<file path="src/rtl/ddr5_adr_ctrl.sv">
// ADR initiator: qualifies the PSU power-fail warning, triggers ADR at the PCH and gates PWRGD_FAIL.
// Optional macro ADR_SURPRISE_RESET_EN: a platform reset while armed starts ADR without filtering.
module ddr5_adr_ctrl #(
  parameter int PWRFAIL_FILTER = 4,
  parameter int ADR_TIMEOUT    = 2000,
  parameter int FAIL_HOLD      = 16
) (
  input  logic iClk,
  input  logic iRst_n,
  input  logic iADR_EN,
  input  logic iPWRGD_PS_PWROK,
  input  logic iPWR_FAIL_N,
  input  logic iPLTRST_N,
  input  logic iADR_COMPLETE,
  output logic oFM_ADR_TRIGGER_N,
  output logic oADR_LOGIC,
  output logic oADR_ARMED,
  output logic oADR_DONE,
  output logic oADR_TIMEOUT
);

  localparam int FILT_W  = $clog2(PWRFAIL_FILTER + 1);
  localparam int CYC_MAX = (ADR_TIMEOUT > FAIL_HOLD) ? ADR_TIMEOUT : FAIL_HOLD;
  localparam int CYC_W   = $clog2(CYC_MAX + 1);
  localparam logic [FILT_W-1:0] FILT_MAX  = FILT_W'(PWRFAIL_FILTER);
  localparam logic [CYC_W-1:0]  TO_LAST   = CYC_W'(ADR_TIMEOUT - 1);
  localparam logic [CYC_W-1:0]  HOLD_LAST = CYC_W'(FAIL_HOLD - 1);

  typedef enum logic [2:0] {
    ST_IDLE  = 3'd0,
    ST_ARMED = 3'd1,
    ST_WAIT  = 3'd2,
    ST_HOLD  = 3'd3,
    ST_DONE  = 3'd4
  } state_t;

  // Sync bit order: {adr_complete, pltrst_n, pwr_fail_n}; idle levels are the reset values.
  logic [2:0] meta_d, meta_q, sync_d, sync_q;
  logic       s_pwr_fail_n, s_pltrst_n, s_adr_complete;

  state_t              state_d, state_q;
  logic [FILT_W-1:0]   filt_d, filt_q;
  logic [CYC_W-1:0]    cyc_d, cyc_q;
  logic                pf_qual;
  logic                done_d, done_q;
  logic                timeout_d, timeout_q;
  logic                trig_n_d, trig_n_q;
  logic                adr_logic_d, adr_logic_q;
  logic                armed_d, armed_q;

  always_comb begin
    meta_d = {iADR_COMPLETE, iPLTRST_N, iPWR_FAIL_N};
    sync_d = meta_q;
  end

  assign s_pwr_fail_n   = sync_q[0];
  assign s_pltrst_n     = sync_q[1];
  assign s_adr_complete = sync_q[2];

  always_comb begin
    filt_d = filt_q;
    if (s_pwr_fail_n)
      filt_d = '0;
    else if (filt_q != FILT_MAX)
      filt_d = filt_q + FILT_W'(1);
  end

  assign pf_qual = (filt_q == FILT_MAX);

  always_comb begin
    state_d   = state_q;
    done_d    = done_q;
    timeout_d = timeout_q;
    case (state_q)
      ST_IDLE: begin
        if (iPWRGD_PS_PWROK && iADR_EN && s_pltrst_n) begin
          state_d   = ST_ARMED;
          done_d    = 1'b0;
          timeout_d = 1'b0;
        end
      end
      ST_ARMED: begin
        if (!iADR_EN || !iPWRGD_PS_PWROK)
          state_d = ST_IDLE;
        else if (pf_qual)
          state_d = ST_WAIT;
        else if (!s_pltrst_n) begin
`ifdef ADR_SURPRISE_RESET_EN
          if (s_pwr_fail_n)
            state_d = ST_WAIT;
`else
          state_d = ST_IDLE;
`endif
        end
      end
      ST_WAIT: begin
        // Completion is checked first so a same-cycle timeout never flags.
        if (s_adr_complete) begin
          done_d  = 1'b1;
          state_d = ST_HOLD;
        end else if (cyc_q == TO_LAST) begin
          timeout_d = 1'b1;
          state_d   = ST_HOLD;
        end
      end
      ST_HOLD: begin
        if (cyc_q == HOLD_LAST)
          state_d = ST_DONE;
      end
      ST_DONE: begin
        if (!iPWRGD_PS_PWROK && !s_pltrst_n)
          state_d = ST_IDLE;
      end
      default: state_d = ST_IDLE;
    endcase
  end

  always_comb begin
    cyc_d = cyc_q;
    if (state_d != state_q)
      cyc_d = '0;
    else if (state_q == ST_WAIT || state_q == ST_HOLD)
      cyc_d = cyc_q + CYC_W'(1);
  end

  // Outputs decode the next state so they line up with the state register.
  always_comb begin
    trig_n_d    = (state_d != ST_WAIT);
    adr_logic_d = !(state_d == ST_HOLD || state_d == ST_DONE);
    armed_d     = (state_d == ST_ARMED);
  end

  always_ff @(posedge iClk or negedge iRst_n) begin
    if (!iRst_n) begin
      meta_q      <= 3'b001;
      sync_q      <= 3'b001;
      state_q     <= ST_IDLE;
      filt_q      <= '0;
      cyc_q       <= '0;
      done_q      <= 1'b0;
      timeout_q   <= 1'b0;
      trig_n_q    <= 1'b1;
      adr_logic_q <= 1'b1;
      armed_q     <= 1'b0;
    end else begin
      meta_q      <= meta_d;
      sync_q      <= sync_d;
      state_q     <= state_d;
      filt_q      <= filt_d;
      cyc_q       <= cyc_d;
      done_q      <= done_d;
      timeout_q   <= timeout_d;
      trig_n_q    <= trig_n_d;
      adr_logic_q <= adr_logic_d;
      armed_q     <= armed_d;
    end
  end

  assign oFM_ADR_TRIGGER_N = trig_n_q;
  assign oADR_LOGIC        = adr_logic_q;
  assign oADR_ARMED        = armed_q;
  assign oADR_DONE         = done_q;
  assign oADR_TIMEOUT      = timeout_q;

endmodule

</file>
<file path="config.mk">
export PLATFORM = sky130hd
export DESIGN_NAME = ddr5_adr_ctrl
export DESIGN_NICKNAME = d
export VERILOG_FILES = /design/src/rtl/ddr5_adr_ctrl.sv
export SDC_FILE = /design/constraint.sdc
export NUM_CORES = 1
export LEC_CHECK = 0
export ABC_AREA = 1
export CAP_MARGIN = 15
export CORE_MARGIN = 2
export CORE_UTILIZATION = 23
export CTS_BUF_LIST = sky130_fd_sc_hd__clkbuf_4
export DETAILED_ROUTE_END_ITERATION = 10
export PLACE_DENSITY_LB_ADDON = 0.25
export SLEW_MARGIN = 20
export SYNTH_ARGS = -nofsm -noshare
export SYNTH_HDL_FRONTEND = slang
export SYNTH_SLANG_ARGS = --single-unit
</file>
<file path="constraint.sdc">
create_clock -name iClk -period 3.12 [get_ports iClk]
set_clock_uncertainty 0.2 [all_clocks]
set_input_delay 0.468 -clock iClk [delete_from_list [all_inputs] [get_ports iClk]]
set_output_delay 0.468 -clock iClk [all_outputs]
set_load 0.02 [all_outputs]
</file>
==> reports/metrics.cfg, run 1 <==
[routing]
firstDrtPassIters=4
vias=1044
drt-wirelength-per-cell_um=11.0
drcViolationCount=0
ant_nets=0
vias_per_cell=4.13
drt_wl_total_mm=2.79
drtIter0Drc=36

[min_path]
hold_path_end=sync_q[0]
hp-class=reg2reg
worstHoldStart=meta_q[0]
min_path_cells=0

[power_and_ir_drop]
seqPwrFrac=0.487
p_switching_mw=0.272
combPwrFrac=0.244
pwr-share-clk=0.269
p_leak_nw=0.771
p_int_mw=0.619
swShare=0.305
p_per_area_nw_per_um2=512
ir_drop_mv=0.210
power_mw=0.890

[global_routing]
grt_pass1_wl_mm=4.95
grtUsageMet2=0.134
grtUsageTotal=0.0864
use_met3=0.0263
grt.overflow.total=0
top_usage_layer=met2
antenna_found_initial=0
grt_pass1_vias=1067
use_met1=0.120
grt_max_degree=29

[synth]
ys_top_cells_by_area=dfrtp_1, dfstp_2, nand2_1, nor3_2, inv_1
synth_top_area_frac=0.396
seq_area_frac_synth=0.465
synth.largest_area_cell=dfrtp_1
yosys_warnings=0
synth_common_cells=nand2_1, dfrtp_1, inv_1
syn-mean-instance-area_um2=9.25
synth_most_common_cell=nand2_1
syn_area_um2=1520
synth_flop_cell=dfrtp_1
ys_ff_latch=28
synth_edf_count=0
synth_cells=164
synth_cell_types=30
ys_async_sr_fraction=1.00
synth_fp_nets=174

[worst_setup_path]
cp-startpoint=oADR_LOGIC
reg2reg_from=filt_q[0]
critical_path.startpoint_type=flip-flop
r2r-end=cyc_q[9]
max_stage_delay_ps=600
cp_slowest_cell=clkdlybuf4s50_1
crit_family=buffers and inverters
crit_buf_inv=1
crit_chain=clkdlybuf4s50_1
rr_worst_depth=10
cp_data_required_time_ps=2450
end_kind=output port
critical_path_class=reg2out
arrival_ps=1480
r2r_setup_slack_ps=1100
critPathMaxFanout=1

[timing]
slew_violations=0
layout_setup_ws_ps=970
fmax_mhz=465
worst_pin_slew_ps=491
rsz0062_at_grt=false
hold_viol=0
fin_crit_sh=0.689
final.min_clock_period_ps=2150
setup_viol=0
hold_slack_ps=167
setup-tns-final_ps=0
relSlewSlack=0.673

[die]
die_x_um=85.2
num_rows=29
pin_count=12
core_area_um2=6350
start_util=0.239
chipHeight_um=85.2
die-area_um2=7260

[finish]
multi_input_area_um2=679
fin_cells=253
drive_gt1_frac=0.199
area_growth_syn_to_layout_pct=14.6
fin_util=0.274
nets=187
num_antenna_cells=0
finalInstanceArea_um2=1740
regArea_um2=706
fill_cells=689

[clock_network]
clockBufferDepth=2
clockRootBuffer=clkbuf_4
cts_made_buffers=3
cts_tree=yes
numClockSinks=28
cts_htree_levels=1
cts_resized=0
hold_buffers=0
clk_pin_slew_ps=160
post_cts_buffers=0
clk_latency_ps=330

[placed_design]
portBuffers=11
globalplace.congestion=0.760
postPlaceCellArea_um2=1690
post-place-ws_ps=778
hpwl_mm=2.05
dp_cells=249

[job]
drv_cap=0

[outcome]
outcome=complete, no violations

[power groups by stage]
stage	Combinational, mW	Clock (mW)	Sequential [mW]
2_1_floorplan	0.155	0	0.451
3_3_place_gp	0.221	0	0.442
3_5_place_dp	0.221	0	0.441
4_1_cts	0.222	0.252	0.435
5_1_grt	0.246	0.267	0.439
6_report	0.218	0.239	0.434
[layout make-up]
type	count	area share
Sequential cell	28	0.406
Multi-Input combinational cell	109	0.391
Timing Repair Buffer	12	0.0677
Tap cell	77	0.0554
Inverter	23	0.0497
Clock inverter	1	0.0173
Clock buffer	3	0.0130
[worst max path at each step]
stage | endpoint | slack (ps) | depth (start not counted)
global route | cyc_q[9] | 860 | 10
global placement | cyc_q[9] | 810 | 6
finish | oADR_LOGIC | 970 | 1
floorplan | cyc_q[4] | 1450 | 11
detailed placement | cyc_q[9] | 780 | 6
CTS | oADR_LOGIC | 940 | 1
[cells by family after synthesis]
family	share of synthesized area
and+or+nand+nor	0.316
AOI/OAI and AO/OA	0.0429
muxes	0.00660
xor gates and xnor gates	0.0578
adders and majority gates	0.0248
buffers and inverters	0.0866
DFF	0.465
[routing by layer]
| layer | routed length (µm) | up-vias |
|---|---|---|
| li1 | - | 544 |
| met1 | 1380 | 485 |
| met2 | 1290 | 13 |
| met3 | 96 | 2 |
| met4 | 24 | 0 |
| met5 | 0 | - |
[cell usage in the layout (no fill, tap or decap), types with 2 or more instances in the layout]
cell / Yosys / layout
nand3_2: 3 / 3
o21ai_0: 4 / 4
nand4_1: 4 / 4
nand3_1: 13 / 13
xor2_1: 7 / 7
nor3_1: 2 / 2
nand2_4: 2 / 2
dfstp_2: 4 / 4
nor2_2: 5 / 5
nor3_2: 10 / 10
inv_1: 22 / 22
nand2_1: 28 / 28
clkdlybuf4s50_1: 0 / 11
xnor2_1: 3 / 3
ha_1: 3 / 3
nor2_1: 14 / 14
dfrtp_1: 24 / 24
nand2_2: 2 / 2
clkbuf_4: 0 / 3
[worst register-to-register path: cells and delay by family, from the launching register on]
kind	cells	cell delay [ps]
adders and majority gates	1	210
buffers and inverters	1	90
DFF	1	410
and+or+nand+nor	8	1010
[flip-flops by register name, indices dropped and copies added (netlist names), 3 cells and up]
register,flops
sync_q,3
filt_q,3
meta_q,3
cyc_q,11
state_q,3
Note: power is estimated with default switching activity, not from simulation.
==> run 2, diff against run 1 <==
- clock period: 3.12 -> 1.81 ns (I/O delays scaled with it)
==> run 2 against run 1 <==
Against the previous run: critical path type is now reg2reg; sequential share of layout area fell by 7.0 points; clock-buffer cell count did not move; setup slack got worse by 980 ps; clock power rose by 77%; total power rose by 110%; global-route usage rose by 0.25 points; the run now ends with negative setup slack left; sequential power rose by 72%; critical path depth rose by 8; first-iteration DRC count rose by 28%; routed wire length rose by 15%; register-to-register slack got worse by 1100 ps.
==> reports/metrics.cfg, run 2 (same netlist as run 1, synthesis figures left out) <==
[outcome]
outcome=finished with violations
violations=negative setup slack

[power_and_ir_drop]
p_per_area_nw_per_um2=872
ir_drop_mv=0.378
power_mw=1.83
p_leak_nw=0.949

[worst_setup_path]
r2r_setup_slack_ps=-10
cp_slowest_cell=dfrtp_1
critical_path_class=reg2reg
max_stage_delay_ps=430
critPathMaxFanout=5
rr_worst_depth=9
cp.depth=9
r2r-end=cyc_q[4]
crit_chain=ha_4, nand3_4, nor2_1, nand2_1, nand2_2, nand2_2, a31oi_4, clkbuf_16, nor3_2
end_kind=flip-flop
crit_family=simple AND/OR/NAND/NOR gates
critPathMostFrequentCell=nand2_2
cp_data_required_time_ps=1860
reg2reg_from=cyc_q[1]
critical_path.startpoint_type=flip-flop
arrival_ps=1870
crit_buf_inv=1

[finish]
area_growth_syn_to_layout_pct=38.4
fill_cells=670
final_cell_mix=nand2_1, dfrtp_1, buf_4
largest_reg_flops=11
drive_gt1_frac=0.360
nets=214
top_register=cyc_q
mostFrequentLayoutCell=nand2_1
num_antenna_cells=0
fin_util=0.330
finalInstanceArea_um2=2100

[timing]
worst_pin_slew_ps=369
slew_violations=0
rsz0062_at_grt=true
hold_slack_ps=95.2
setup_viol=5
hold_viol=0
layout_setup_ws_ps=-11.9
fmax_mhz=549
fin_crit_sh=1.01
final.min_clock_period_ps=1820
relSlewSlack=0.754

[global_routing]
antenna_found_initial=0
grt_max_degree=29
grtUsageTotal=0.0890
grt.overflow.total=0
grt_pass1_wl_mm=5.07
grt_pass1_vias=1104

[routing]
drtIter0Drc=46
vias=1195
drt-wirelength-per-cell_um=11.5
drt_wl_total_mm=3.21
vias_per_cell=4.27
drcViolationCount=0
firstDrtPassIters=4
ant_nets=0

[die]
start_util=0.239
num_rows=29
pin_count=12
die_x_um=85.2
chipHeight_um=85.2
die-area_um2=7260
core_area_um2=6350

[job]
drv_cap=0

[clock_network]
numClockSinks=28
clk_latency_ps=340
cts_made_buffers=3
clockBufferDepth=2
clockRootBuffer=clkbuf_4
cts_htree_levels=1
cts_tree=yes
clk_pin_slew_ps=160

[placed_design]
portBuffers=11
hpwl_mm=2.15
postPlaceCellArea_um2=1820
globalplace.congestion=0.717

[min_path]
hp-class=in2async

==> run 2: changes by cell type in the layout (fill, tap and decap cells not counted), moves of 3 or more <==
cell | before | now
nor3_2 | 10 | 6
nand2_1 | 28 | 25
buf_4 | 1 | 24
nor3_4 | 0 | 5
clkdlybuf4s50_1 | 11 | 6
nand2_2 | 2 | 5
dlygate4sd2_1 | 0 | 4
==> run 2: what timing repair did <==
action | CTS | global route
endpoints found under the setup margin | 16 | 15
hold buffers | 0 | 0
pin swaps | 1 | 14
setup buffers | 1 | 9
gates cloned | 0 | 2
hold endpoints to repair | 0 | 0
gates resized for setup | 7 | 19
==> run 2: layout make-up <==
type                       instances  area, µm²  area share
clock inverter                     1       30.0      0.0143
timing repair buffer              39        378       0.180
sequential                        28        706       0.336
multi-input combinational        109        779       0.371
tap                               77       96.3      0.0459
clock buffer                       3       22.5      0.0107
inverter                          23       86.3      0.0411
==> run 2: power breakdown <==
group	leakage [nW]	switching (mW)	total (mW)	internal, mW
clock network	0.0279	0.199	0.423	0.224
logic	0.558	0.327	0.659	0.332
registers	0.363	0.0472	0.747	0.699
total	0.949	0.574	1.83	1.26
==> run 2: how the worst max path moves through the flow <==
stage / startpoint / to
final: cyc_q[1] / cyc_q[4]
after global routing: cyc_q[1] / cyc_q[1]
after CTS: filt_q[0] / cyc_q[9]
after detailed placement: iPWRGD_PS_PWROK / cyc_q[9]
after global placement: iPWRGD_PS_PWROK / cyc_q[9]
after floorplan: filt_q[0] / cyc_q[4]
==> run 2: through the flow <==
step,TNS [ps],cells,worst slack [ps]
2_1_floorplan,0,164,137
3_3_place_gp,-1700,264,-140
3_5_place_dp,-1870,264,-161
4_1_cts,0,269,6.85
5_1_grt,-919,280,-102
6_report,-36.0,280,-11.9
==> run 2: per-layer routing <==
metal	global-route usage	part of all wire	vias up
li1	-	-	605
met1	0.119	0.49	569
met2	0.140	0.46	16
met3	0.0263	0.037	5
met4	0.0260	0.012	0
met5	0	0	-
==> run 3, diff against run 2 <==
- CORE_UTILIZATION: 23 -> 54
- PLACE_DENSITY: default -> 0.78
- PLACE_DENSITY_LB_ADDON: 0.25 -> default
==> run 3 against run 2 <==
Against the previous run: the run now ends clean; non-clock buffer count fell by 8; die area fell by 55%; sequential power rose by 0.5%; global-route usage rose by 12 points; combinational power barely moved; worst hold slack got worse by 26 ps; clock-buffer cell count did not move; sequential share of layout area rose by 2.6 points; register-to-register slack improved by 20 ps; routed wire length rose by 2.2%; first-iteration DRC count rose by 37%; design area fell by 6.7%; critical endpoint is now cyc_q[1]; largest cell class unchanged; highest routed layer unchanged.
==> reports/metrics.cfg, run 3 (same netlist as run 1, synthesis figures left out) <==
[worst_setup_path]
cp-startpoint=cyc_q[0]
arrival_ps=1820
r2r-end=cyc_q[1]
endpoint=cyc_q[1]
end_kind=flip-flop
rr_worst_depth=9
cp_data_required_time_ps=1840
critical_path_class=reg2reg
reg2reg_from=cyc_q[0]
r2r_setup_slack_ps=10
critical_path.startpoint_type=flip-flop
critPathMaxFanout=6

[finish]
nets=206
final_cell_mix=nand2_1, dfrtp_1, inv_1
num_antenna_cells=0
mostFrequentLayoutCell=nand2_1
area_growth_syn_to_layout_pct=29.0
top_register=cyc_q
finalInstanceArea_um2=1960
drive_gt1_frac=0.376
largest_reg_flops=11

[timing]
rsz0062_at_grt=true
relSlewSlack=0.766
fmax_mhz=556
worst_pin_slew_ps=351
hold_slack_ps=69.4
final.min_clock_period_ps=1800
setup_viol=0
fin_crit_sh=0.993
slew_violations=0
hold_viol=0
layout_setup_ws_ps=12.9

[placed_design]
globalplace.congestion=0.887
portBuffers=11
hpwl_mm=2.13
postPlaceCellArea_um2=1730
post-place-ws_ps=-178

[clock_network]
clockRootBuffer=clkbuf_4
cts_made_buffers=3
clk_latency_ps=340
clk_pin_slew_ps=160
numClockSinks=28
cts_htree_levels=1
clockBufferDepth=2
cts_tree=yes
hold_buffers=0

[power_and_ir_drop]
power_mw=1.67
p_switching_mw=0.565
p_leak_nw=0.901
p_int_mw=1.11
ir_drop_mv=0.991
combPwrFrac=0.394
swShare=0.338
seqPwrFrac=0.449
pwr-share-clk=0.156
p_per_area_nw_per_um2=854

[die]
chipHeight_um=57.0
start_util=0.560
pin_count=12
die_x_um=57.0
die-area_um2=3250
core_area_um2=2710
num_rows=19

[routing]
drcViolationCount=0
firstDrtPassIters=7
ant_nets=0
drtIter0Drc=63
drt_wl_total_mm=3.29
vias_per_cell=5.52
drt-wirelength-per-cell_um=14.6
vias=1241

[global_routing]
grt_pass1_wl_mm=5.21
grt_pass1_vias=1182
grtUsageTotal=0.207
grt.overflow.total=0
use_met3=0.0612
top_usage_layer=met2
use_met1=0.277
antenna_found_initial=0
grtUsageMet2=0.330
grt_max_degree=29

[min_path]
hp-class=in2async

[job]
drv_cap=0

[outcome]
outcome=complete, no violations

run 3: changes by cell type in the layout (fill, tap and decap cells not counted), sizes merged:
cell and change:
bufinv -1, dlygate4sd2 -2, dlymetal6s2s +1, clkdlybuf4s50 +1, buf -8
run 3: worst min path at each step:
stage / from / to / slack, ps / cells after the start
4_1_cts: iRst_n / cyc_q[4] / 100 / 2
5_1_grt: iRst_n / cyc_q[4] / 110 / 2
2_1_floorplan: iRst_n / cyc_q[0] / -220 / 0
6_report: iRst_n / cyc_q[4] / 70 / 2
3_3_place_gp: meta_q[2] / sync_q[2] / 130 / 0
3_5_place_dp: meta_q[2] / sync_q[2] / 140 / 0
run 3: cell type report:
type	count	area, µm²
Multi-Input combinational cell	109	777
Sequential cell	28	709
Clock buffer	3	22.5
Timing Repair Buffer	31	323
Inverter	23	86.3
Tap cell	31	38.8
Fill cell	186	753
run 3: repair_timing:
action                     in CTS  in global routing
setup endpoints to repair      13                 16
setup buffers                   1                  6
pin swaps                       1                  9
cloned                          0                  2
gates resized for setup         5                 27
run 3: stage by stage:
stage / setup TNS [ps] / utilization / instances
2_1_floorplan: 0 / - / 164
3_3_place_gp: -665 / 0.638 / 213
3_5_place_dp: -1850 / 0.638 / 213
4_1_cts: 0 / 0.652 / 217
5_1_grt: -1110 / 0.722 / 225
6_report: 0 / 0.722 / 225
run 3: metal layers:
layer  routed length [µm]  vias to the layer above
met4                   75                        0
li1                     -                      588
met2                 1680                       36
met5                    0                        -
met3                  142                       10
met1                 1380                      607
run 3: worst max-delay path: stages, from the launching register on:
cell     delay, ps
dfrtp_1        420
ha_4           170
nand3_4        110
nor2_2         100
nand2_1         80
nand2_2         80
nand2_2         80
a31oi_4        250
buf_12         170
nor3_2          40
run 3: power by group through the flow:
stage / combinational, mW / clock, mW / sequential, mW
after global placement: 0.445 / 0 / 0.749
final: 0.659 / 0.262 / 0.751
after CTS: 0.510 / 0.262 / 0.744
after floorplan: 0.267 / 0 / 0.777
after detailed placement: 0.465 / 0 / 0.756
after global routing: 0.704 / 0.291 / 0.759
